[config.mk]
export PLATFORM = sky130hd
export DESIGN_NAME = ray_generator
export DESIGN_NICKNAME = d
export VERILOG_FILES = /design/src/rtl/ray_generator.sv
export SDC_FILE = /design/constraint.sdc
export NUM_CORES = 2
export LEC_CHECK = 0
export ABC_AREA = 0
export BUFFER_PORTS_ARGS = -buffer_cell sky130_fd_sc_hd__buf_2
export CORE_MARGIN = 5
export CORE_UTILIZATION = 59
export DETAILED_ROUTE_END_ITERATION = 7
export PLACE_DENSITY_LB_ADDON = 0.25
export RECOVER_POWER = 50
export SYNTH_ARGS = -nofsm -noshare
export SYNTH_HDL_FRONTEND = slang
export SYNTH_SLANG_ARGS = --single-unit
[constraint.sdc]
create_clock -name clk -period 8.8 [get_ports clk]
set_input_delay 1.32 -clock clk [delete_from_list [all_inputs] [get_ports clk]]
set_output_delay 1.32 -clock clk [all_outputs]
set_load 0.1 [all_outputs]
[src/rtl/ray_generator.sv]
// Camera ray generator: walks the pixel grid in raster order and emits one
// normalised ray per pixel.
// Latency: ray_valid rises 58 cycles after start accept or after the previous handshake.
// Backpressure: OUT holds every output stable until ray_ready; nothing else stalls.
//
// Ports:
//   clk, rst_n         clock, asynchronous active-low reset
//   start / busy       frame request (honoured in IDLE only) / frame in progress
//   ray_valid/ray_ready  ray handshake
//   ro, rd             vec3 {x,y,z} Q16.16 origin and unit direction
//   pix_x, pix_y, last pixel coordinates of the ray, last pixel of frame
//   frame_done         one-cycle pulse after the final handshake
module ray_generator #(
  parameter int          WIDTH  = 4,
  parameter int          HEIGHT = 4,
  parameter logic [31:0] INV_H  = 32'h0000_4000,
  parameter logic [31:0] CAM_X  = 32'h0000_0000,
  parameter logic [31:0] CAM_Y  = 32'h0001_0000,
  parameter logic [31:0] CAM_Z  = 32'hFFFD_0000
) (
  input  logic        clk,
  input  logic        rst_n,
  input  logic        start,
  output logic        busy,
  output logic        ray_valid,
  input  logic        ray_ready,
  output logic [95:0] ro,
  output logic [95:0] rd,
  output logic [11:0] pix_x,
  output logic [11:0] pix_y,
  output logic        last,
  output logic        frame_done
);

  localparam logic [2:0] S_IDLE  = 3'd0;
  localparam logic [2:0] S_SETUP = 3'd1;
  localparam logic [2:0] S_SQRT  = 3'd2;
  localparam logic [2:0] S_RECIP = 3'd3;
  localparam logic [2:0] S_SCALE = 3'd4;
  localparam logic [2:0] S_OUT   = 3'd5;

  logic [2:0]         state;
  logic [11:0]        px, py;
  logic signed [31:0] ux, uy;
  logic [47:0]        sq_rad;
  logic [25:0]        sq_rem;
  logic [23:0]        root;
  logic [23:0]        dv_rem;
  logic [31:0]        quot;
  logic [4:0]         cnt;
  logic [31:0]        rd_x, rd_y, rd_z;

  // Screen-plane coordinates of the current pixel and squared ray length.
  logic signed [31:0] dx, dy, ux_c, uy_c;
  logic signed [47:0] sqx, sqy;
  logic [31:0]        len2_c;

  // The low 48 bits of the 64-bit squares are all that survive the >>>16
  // followed by truncation to 32 bits.
  assign dx     = $signed({20'd0, px}) - 32'(WIDTH / 2);
  assign dy     = 32'(HEIGHT / 2) - $signed({20'd0, py});
  assign ux_c   = dx * $signed(INV_H);
  assign uy_c   = dy * $signed(INV_H);
  assign sqx    = 48'(ux_c) * 48'(ux_c);
  assign sqy    = 48'(uy_c) * 48'(uy_c);
  assign len2_c = sqx[47:16] + sqy[47:16] + 32'h0001_0000;

  // Restoring square root step: bring down two radicand bits per cycle.
  logic [27:0] sq_rem_sh, sq_trial, sq_diff;
  logic        sq_ge;
  assign sq_rem_sh = {sq_rem, sq_rad[47:46]};
  assign sq_trial  = {2'b00, root, 2'b01};
  assign sq_ge     = (sq_rem_sh >= sq_trial);
  assign sq_diff   = sq_rem_sh - sq_trial;

  // Restoring divide of 2^32 by root. The dividend's bit 32 is preloaded as
  // the initial remainder (quotient bit 32 is always 0 because root > 1), so
  // only the 32 zero bits below it remain to be shifted in.
  logic [24:0] dv_sh, dv_diff;
  logic        dv_ge;
  assign dv_sh   = {dv_rem, 1'b0};
  assign dv_ge   = (dv_sh >= {1'b0, root});
  assign dv_diff = dv_sh - {1'b0, root};

  // Scale by the reciprocal; quot <= 0x10000 so it is positive as signed.
  logic signed [47:0] qs, pxp, pyp;
  assign qs  = $signed({16'd0, quot});
  assign pxp = 48'(ux) * qs;
  assign pyp = 48'(uy) * qs;

  logic unused_ok;
  assign unused_ok = ^{sqx[15:0], sqy[15:0], pxp[15:0], pyp[15:0],
                       sq_diff[27:26], dv_diff[24]};

  assign ray_valid = (state == S_OUT);
  assign last      = ray_valid && (px == 12'(WIDTH - 1)) && (py == 12'(HEIGHT - 1));
  assign ro        = ray_valid ? {CAM_X, CAM_Y, CAM_Z} : 96'd0;
  assign rd        = {rd_x, rd_y, rd_z};
  assign pix_x     = px;
  assign pix_y     = py;

  always_ff @(posedge clk or negedge rst_n) begin
    if (!rst_n) begin
      state      <= S_IDLE;
      px         <= '0;
      py         <= '0;
      ux         <= '0;
      uy         <= '0;
      sq_rad     <= '0;
      sq_rem     <= '0;
      root       <= '0;
      dv_rem     <= '0;
      quot       <= '0;
      cnt        <= '0;
      rd_x       <= '0;
      rd_y       <= '0;
      rd_z       <= '0;
      busy       <= 1'b0;
      frame_done <= 1'b0;
    end else begin
      frame_done <= 1'b0;
      case (state)
        S_IDLE: begin
          // frame_done high means IDLE was just entered; wait one cycle.
          if (start && !frame_done) begin
            px    <= '0;
            py    <= '0;
            busy  <= 1'b1;
            state <= S_SETUP;
          end
        end
        S_SETUP: begin
          ux     <= ux_c;
          uy     <= uy_c;
          sq_rad <= {len2_c, 16'd0};
          sq_rem <= '0;
          root   <= '0;
          cnt    <= '0;
          state  <= S_SQRT;
        end
        S_SQRT: begin
          sq_rad <= {sq_rad[45:0], 2'b00};
          sq_rem <= sq_ge ? sq_diff[25:0] : sq_rem_sh[25:0];
          root   <= {root[22:0], sq_ge};
          cnt    <= cnt + 5'd1;
          if (cnt == 5'd23) begin
            cnt    <= '0;
            dv_rem <= 24'd1;
            quot   <= '0;
            state  <= S_RECIP;
          end
        end
        S_RECIP: begin
          dv_rem <= dv_ge ? dv_diff[23:0] : dv_sh[23:0];
          quot   <= {quot[30:0], dv_ge};
          cnt    <= cnt + 5'd1;
          if (cnt == 5'd31) begin
            cnt   <= '0;
            state <= S_SCALE;
          end
        end
        S_SCALE: begin
          rd_x  <= pxp[47:16];
          rd_y  <= pyp[47:16];
          rd_z  <= quot;  // uz is exactly 1.0, so (uz*INV)>>>16 == INV
          state <= S_OUT;
        end
        S_OUT: begin
          if (ray_ready) begin
            if (last) begin
              busy       <= 1'b0;
              frame_done <= 1'b1;
              state      <= S_IDLE;
            end else begin
              if (px == 12'(WIDTH - 1)) begin
                px <= '0;
                py <= py + 12'd1;
              end else begin
                px <= px + 12'd1;
              end
              state <= S_SETUP;
            end
          end
        end
        default: state <= S_IDLE;
      endcase
    end
  end

endmodule

* Word-level counts from Yosys, hierarchy flattened *
Index checks and enable logic that the tools add are counted.

storage, ports and cells
  output and inout port bits = 220
  word-level logic and storage cells = 96
  input port bits = 4
  register bits after elaboration = 310

operators by class
  reductions and logical operators = 14
  multipliers = 4
  mux-type cells = 35
  equality and inequality tests = 16
  add/subtract/negate cells = 9
  order comparisons = 2

operators with widths
  operator                  count
  $pmux W24 S2              2
  $pmux W48 S2              1
  $mux W12                  7
  $mul A13 B33 Y34          2
  $pmux W32 S2              1
  $pmux W26 S2              1
  $mux W49                  1
  $mux W24                  2
  $pmux W12 S2              2
  $mul A13 B13 Y20          2
  $add A32 B17 Y32 const B  1
  $add A32 B32 Y32          1
  $mux W32                  1
  $ge A28 B26 Y1            1
  $mux W26                  1
  $sub A26 B26 Y26          1
  $ge A25 B24 Y1            1
  $add A12 B1 Y12 const B   2
  $eq A12 B2 Y1 const B     2
  $sub A24 B24 Y24          1
  $pmux W3 S6               1
  $pmux W5 S3               1
  $sub A12 B2 Y13 const B   1
  $sub A2 B12 Y13 const A   1
  other kinds (19)          43

* Logic depth before layout (Yosys ltp) *
  depth in word-level cells = 6
  gate-level depth with buffers = 36
  gate-level depth less buffers = 36

* Worst setup path before layout *
No wires, ideal clock.

  path type = register to register
  start point = register px[1], in the netlist pix_x[1]
  end point = register sq_rad[47]
  setup slack = -0.554 ns
  clock period less this slack = 9.354 ns
  stages on the path, launching flop included = 36
  path buffers = 0
  data arrival time = 9.222 ns
  setup time = 0.132 ns
  data required time = 8.668 ns
  cells stage by stage = dfrtp_1 clkinv_1 ha_1 nor3b_1 xor2_1 inv_1 nor2_1 fa_1 inv_1 fa_1 inv_1 fa_1 inv_1 fa_1 fa_1 inv_1 ha_1 ha_1 inv_1 o21ai_0 a21o_1 a21oi_1 o21ai_0 o41ai_1 or4b_2 o211ai_1 ha_1 xor2_1 xnor2_1 xnor2_1 xnor2_1 xnor2_1 xnor2_1 xnor2_1 xor2_1 o21ai_1

between the ends
  longest elaborated chain between the ends = 5

RTL lines
  item                    line  source
  start, declared         43    logic [11:0] px, py;
  start signal, assigned  179   px <= px + 12'd1;
  $sub A12 B2 Y13         60    assign dx = $signed({20'd0, px}) - 32'(WIDTH / 2);
  net dx[1]               54    logic signed [31:0] dx, dy, ux_c, uy_c;
  $mul A13 B13 Y20        64    assign sqx = 48'(ux_c) * 48'(ux_c);
  $add A32 B32 Y32        66    assign len2_c = sqx[47:16] + sqy[47:16] + 32'h0001_0000;
  $add A32 B17 Y32        66
  $pmux W48 S2            122   case (state)
  end signal, assigned    135   sq_rad <= {len2_c, 16'd0};
  end signal, assigned    142   sq_rad <= {sq_rad[45:0], 2'b00};
  end, declared           45    logic [47:0] sq_rad;

The timed path passes the listed nets, and every way through them passes these cells. The select of a mux whose other input is x is not followed.
A chain may end at the register's enable or synchronous reset.

* Worst setup path after layout *
Same ends and word-level chain as after synthesis.

==> implementation parameters <==
Parameter                              Value

Run status
  Outcome    finished, violations left
  Violated checks    max-capacitance violations, max-slew violations

Power
  Clock group share of total power    23.4%
  Switching power total    2.89 mW
  Logic gate share of total power    54.1%
  Peak supply drop    0.000399 V
  Power share of the sequential group    22.6%
  Leakage power of the design    24.7 nW
  Switching Fraction    42.0%
  Internal Power    3.99 mW
  P per Cell Area    142 nW/µm²

Clock tree
  Clock Sink Count    282
  Clock buffer depth    3
  CTS Root Buffer Type    sky130_fd_sc_hd__clkbuf_16
  Clock latency on the worst-skew pair    0.60 ns
  Clock input transition at the sequential cells of the worst setup and hold paths    0.06 ns
  Cts bufs inserted    38
  Hold buffer count at cts    0
  Number of levels the H-tree was split into    2
  Clock tree from TritonCTS    built

Run
  Count of maximum capacitance violations    4

Logic synthesis
  Top cell type's share of synthesized area    33.8%
  Most frequently used flop master after synthesis    sky130_fd_sc_hd__dfrtp_1
  Post-synth cell types    80
  Share of flip-flops with an asynchronous set or reset    100%
  Synth warn    0
  Post-synthesis instance area    45400 µm²
  EDFF count, synth    0
  Number of flip-flops and latches in the synthesized netlist    282
  Mapped Avg Cell Area    8.99 µm²
  Largest cells by area after synthesis    sky130_fd_sc_hd__fa_1 (34%), sky130_fd_sc_hd__dfrtp_1 (16%), sky130_fd_sc_hd__ha_1 (10%)
  Cell type contributing the most total cell area after synthesis    sky130_fd_sc_hd__fa_1
  Cell count after synthesis    5046
  Seq/Total Area, Yosys    15.6%

GRT
  Antenna violations before repair    5
  Via count of the first global-routing pass    36136
  Congestion Overflow GR    0
  Global-route wire length before repair    184000 µm
  Total GRT Usage    27.5%
  Maximum number of pins on one net before global-route repair    146

Setup path
  Worst-path maximum fanout    10
  Slack of the worst reg-to-reg path    0.23 ns
  Endpoint kind of the worst setup timing path    flip-flop
  Endpoint of the worst-slack reg-to-reg timing path    sq_rad[47]
  Buffers plus inverters on the worst setup path    6
  Category of the most critical setup path    reg -> reg
  Crit path DAT    9.01 ns
  Worst path slowest cell    sky130_fd_sc_hd__fa_1
  Max stage delay on crit path    0.60 ns
  Category of the worst setup path launch point    flip-flop
  Family with the most delay on the worst path    adder cells
  Cell depth of the worst flop-to-flop path    33
  Data required, critical path    9.24 ns
  Worst reg2reg path startpoint    pix_x[1]

Placed design
  Cell total after placement    6080
  DP HPWL    86500 µm
  IO Port Bufs    143
  Post-Place Cell Area    47000 µm²
  Final RePlAce weighted congestion    0.910

Min path
  Hold Path Class    reg -> reg
  Hold Crit Depth    2
  Hold endpoint    rd_x[4]
  Hold Crit Start    rd_x[4]

Finish
  Util after Layout    63.9%
  Fraction of layout instances using a drive strength above 1    8.12%
  Fill cell total of the finished layout    6407
  Number of standard cells in the layout, taps in and fillers out    6171
  Final net count    6243
  Final instance area    48600 µm²
  Area added between synthesis and finish    7.11%

Timing
  Total count of max-transition violations in the final report    262
  Final-report hold violation count    0
  Period Utilization, post-route    97.4%
  Relative slew slack    -179%
  Fmax achieved    117 MHz
  Slew of the pin with the lowest slew margin    4.19 ns
  Time the final worst path needs with I/O delays and setup    8.57 ns
  Clock tree skew after final layout    0.0281 ns
  Setup-failing EPs final    0

Routing
  Detailed-route wire length    112000 µm
  Detailed-route vias per instance    5.54
  Final routed DRC violation total    0
  Violation count after the first detailed-route iteration    2022
  Remaining number of nets flagged by the antenna check after routing    0
  1st-pass router iterations    6
  Number of vias after detailed routing    34168
  Average wire per standard cell    18.1 µm

Floorplan
  Horizontal extent of the die    287 µm
  Ports    224
  Die Height    287 µm
  Starting density of the core    59.6%
  Number of rows in the core area    101
  Std-Cell Core Area    76100 µm²
  Die area    82600 µm²
==> worst min-delay path, delay by kind of cell, from the launching register on <==
family / cells / cell delay [ns]
flops: 1 / 0.34
simple gates: 2 / 0.10
==> cells by family after synthesis <==
family                   after synthesis  share of synthesized area [%]
multiplexers                          37                          0.830
other                                  2                         0.0165
AND/OR/NAND/NOR                     1560                           15.9
buffers and inverters               1172                           10.6
XOR/XNOR                             226                           4.39
flip-flops                           282                           15.6
adder cells (fa/ha/maj)             1130                           43.8
AO/OA/AOI/OAI                        637                           8.89
==> how the worst max path moves through the flow <==
stage | startpoint | end | slack [ns] | cells after the start
CTS | pix_x[3] | sq_rad[47] | 0.09 | 32
global placement | pix_x[3] | sq_rad[47] | 0.28 | 32
global route | pix_x[1] | sq_rad[47] | -0.15 | 33
finish | pix_x[1] | sq_rad[47] | 0.23 | 33
detailed placement | pix_x[3] | sq_rad[47] | 0.12 | 32
floorplan | pix_y[3] | sq_rad[47] | 0.01 | 30
==> through the flow <==
| step | setup TNS [ns] | setup WS, ns | hold slack, ns | power (mW) |
|---|---|---|---|---|
| floorplan | 0 | 0.0140 | 0.446 | 4.52 |
| global placement | 0 | 0.284 | 0.450 | 5.10 |
| detailed placement | 0 | 0.122 | 0.457 | 5.16 |
| CTS | 0 | 0.0898 | 0.472 | 6.83 |
| global route | -0.146 | -0.146 | 0.486 | 7.45 |
| finish | 0 | 0.229 | 0.468 | 6.88 |
==> state kept, by name, summed over array words and instances, names as in the netlist, 12 cells and up <==
register,count
rd_x,32
pix_x,12
rd_y,32
dv_rem,24
rd_z,32
root,24
sq_rem,26
uy,13
ux,13
pix_y,12
sq_rad,20
quot,32
==> cells in the final DEF, fill, tap and decap left out, types with 37 or more instances in the layout <==
cell                          n
sky130_fd_sc_hd__dfrtp_1    276
sky130_fd_sc_hd__inv_1      827
sky130_fd_sc_hd__buf_2      142
sky130_fd_sc_hd__ha_1       357
sky130_fd_sc_hd__buf_4      126
sky130_fd_sc_hd__a21o_1      62
sky130_fd_sc_hd__fa_1       765
sky130_fd_sc_hd__nand3_1     40
sky130_fd_sc_hd__a21oi_1    107
sky130_fd_sc_hd__clkbuf_16   38
sky130_fd_sc_hd__xnor2_1    156
sky130_fd_sc_hd__nor2_1     132
sky130_fd_sc_hd__and2_1     245
sky130_fd_sc_hd__nand2_1    884
sky130_fd_sc_hd__xor2_1      63
sky130_fd_sc_hd__o21ai_0    232
sky130_fd_sc_hd__a22o_1      37
sky130_fd_sc_hd__nand2b_1    77
sky130_fd_sc_hd__conb_1      84
sky130_fd_sc_hd__nor3_1      40
==> Yosys cell counts, types with 67 or more instances <==
cell                       count
sky130_fd_sc_hd__and2_1      246
sky130_fd_sc_hd__nand2_1     886
sky130_fd_sc_hd__o21ai_0     236
sky130_fd_sc_hd__dfrtp_1     282
sky130_fd_sc_hd__a21oi_1     109
sky130_fd_sc_hd__fa_1        766
sky130_fd_sc_hd__clkbuf_1    211
sky130_fd_sc_hd__nand2b_1     79
sky130_fd_sc_hd__buf_4       100
sky130_fd_sc_hd__inv_1       829
sky130_fd_sc_hd__nor2_1      137
sky130_fd_sc_hd__xnor2_1     158
sky130_fd_sc_hd__ha_1        364
sky130_fd_sc_hd__xor2_1       67
==> power groups by stage <==
stage          sequential (mW)  clock [mW]  combinational, mW
2_1_floorplan             1.54           0               2.98
3_3_place_gp              1.57           0               3.53
3_5_place_dp              1.57           0               3.58
4_1_cts                   1.55        1.65               3.63
5_1_grt                   1.57        1.70               4.18
6_report                  1.55        1.61               3.72
==> layer usage <==
layer / GRT usage (%) / wire length, µm / vias to the layer above
li1: - / - / 15616
met1: 34.6 / 44000 / 17234
met5: 0 / 0 / -
met4: 9.78 / 4140 / 0
met2: 48.4 / 56300 / 1065
met3: 4.48 / 7160 / 253
==> layout make-up <==
class,instances,area (µm²),share of cell area [%]
timing repair buffer,275,1740,3.58
clock buffer,50,1070,2.19
antenna,3,7.51,0.0154
inverter,838,3150,6.48
sequential,282,7070,14.5
clock inverter,19,228,0.469
multi-input combinational,3674,34100,70.1
tap,1030,1290,2.65
==> what timing repair did <==
| item | CTS | global route |
|---|---|---|
| resized for setup | 0 | 42 |
| setup buffers | 0 | 19 |
| setup endpoints to repair | 0 | 2 |
Power figures use the tool's default switching activity.
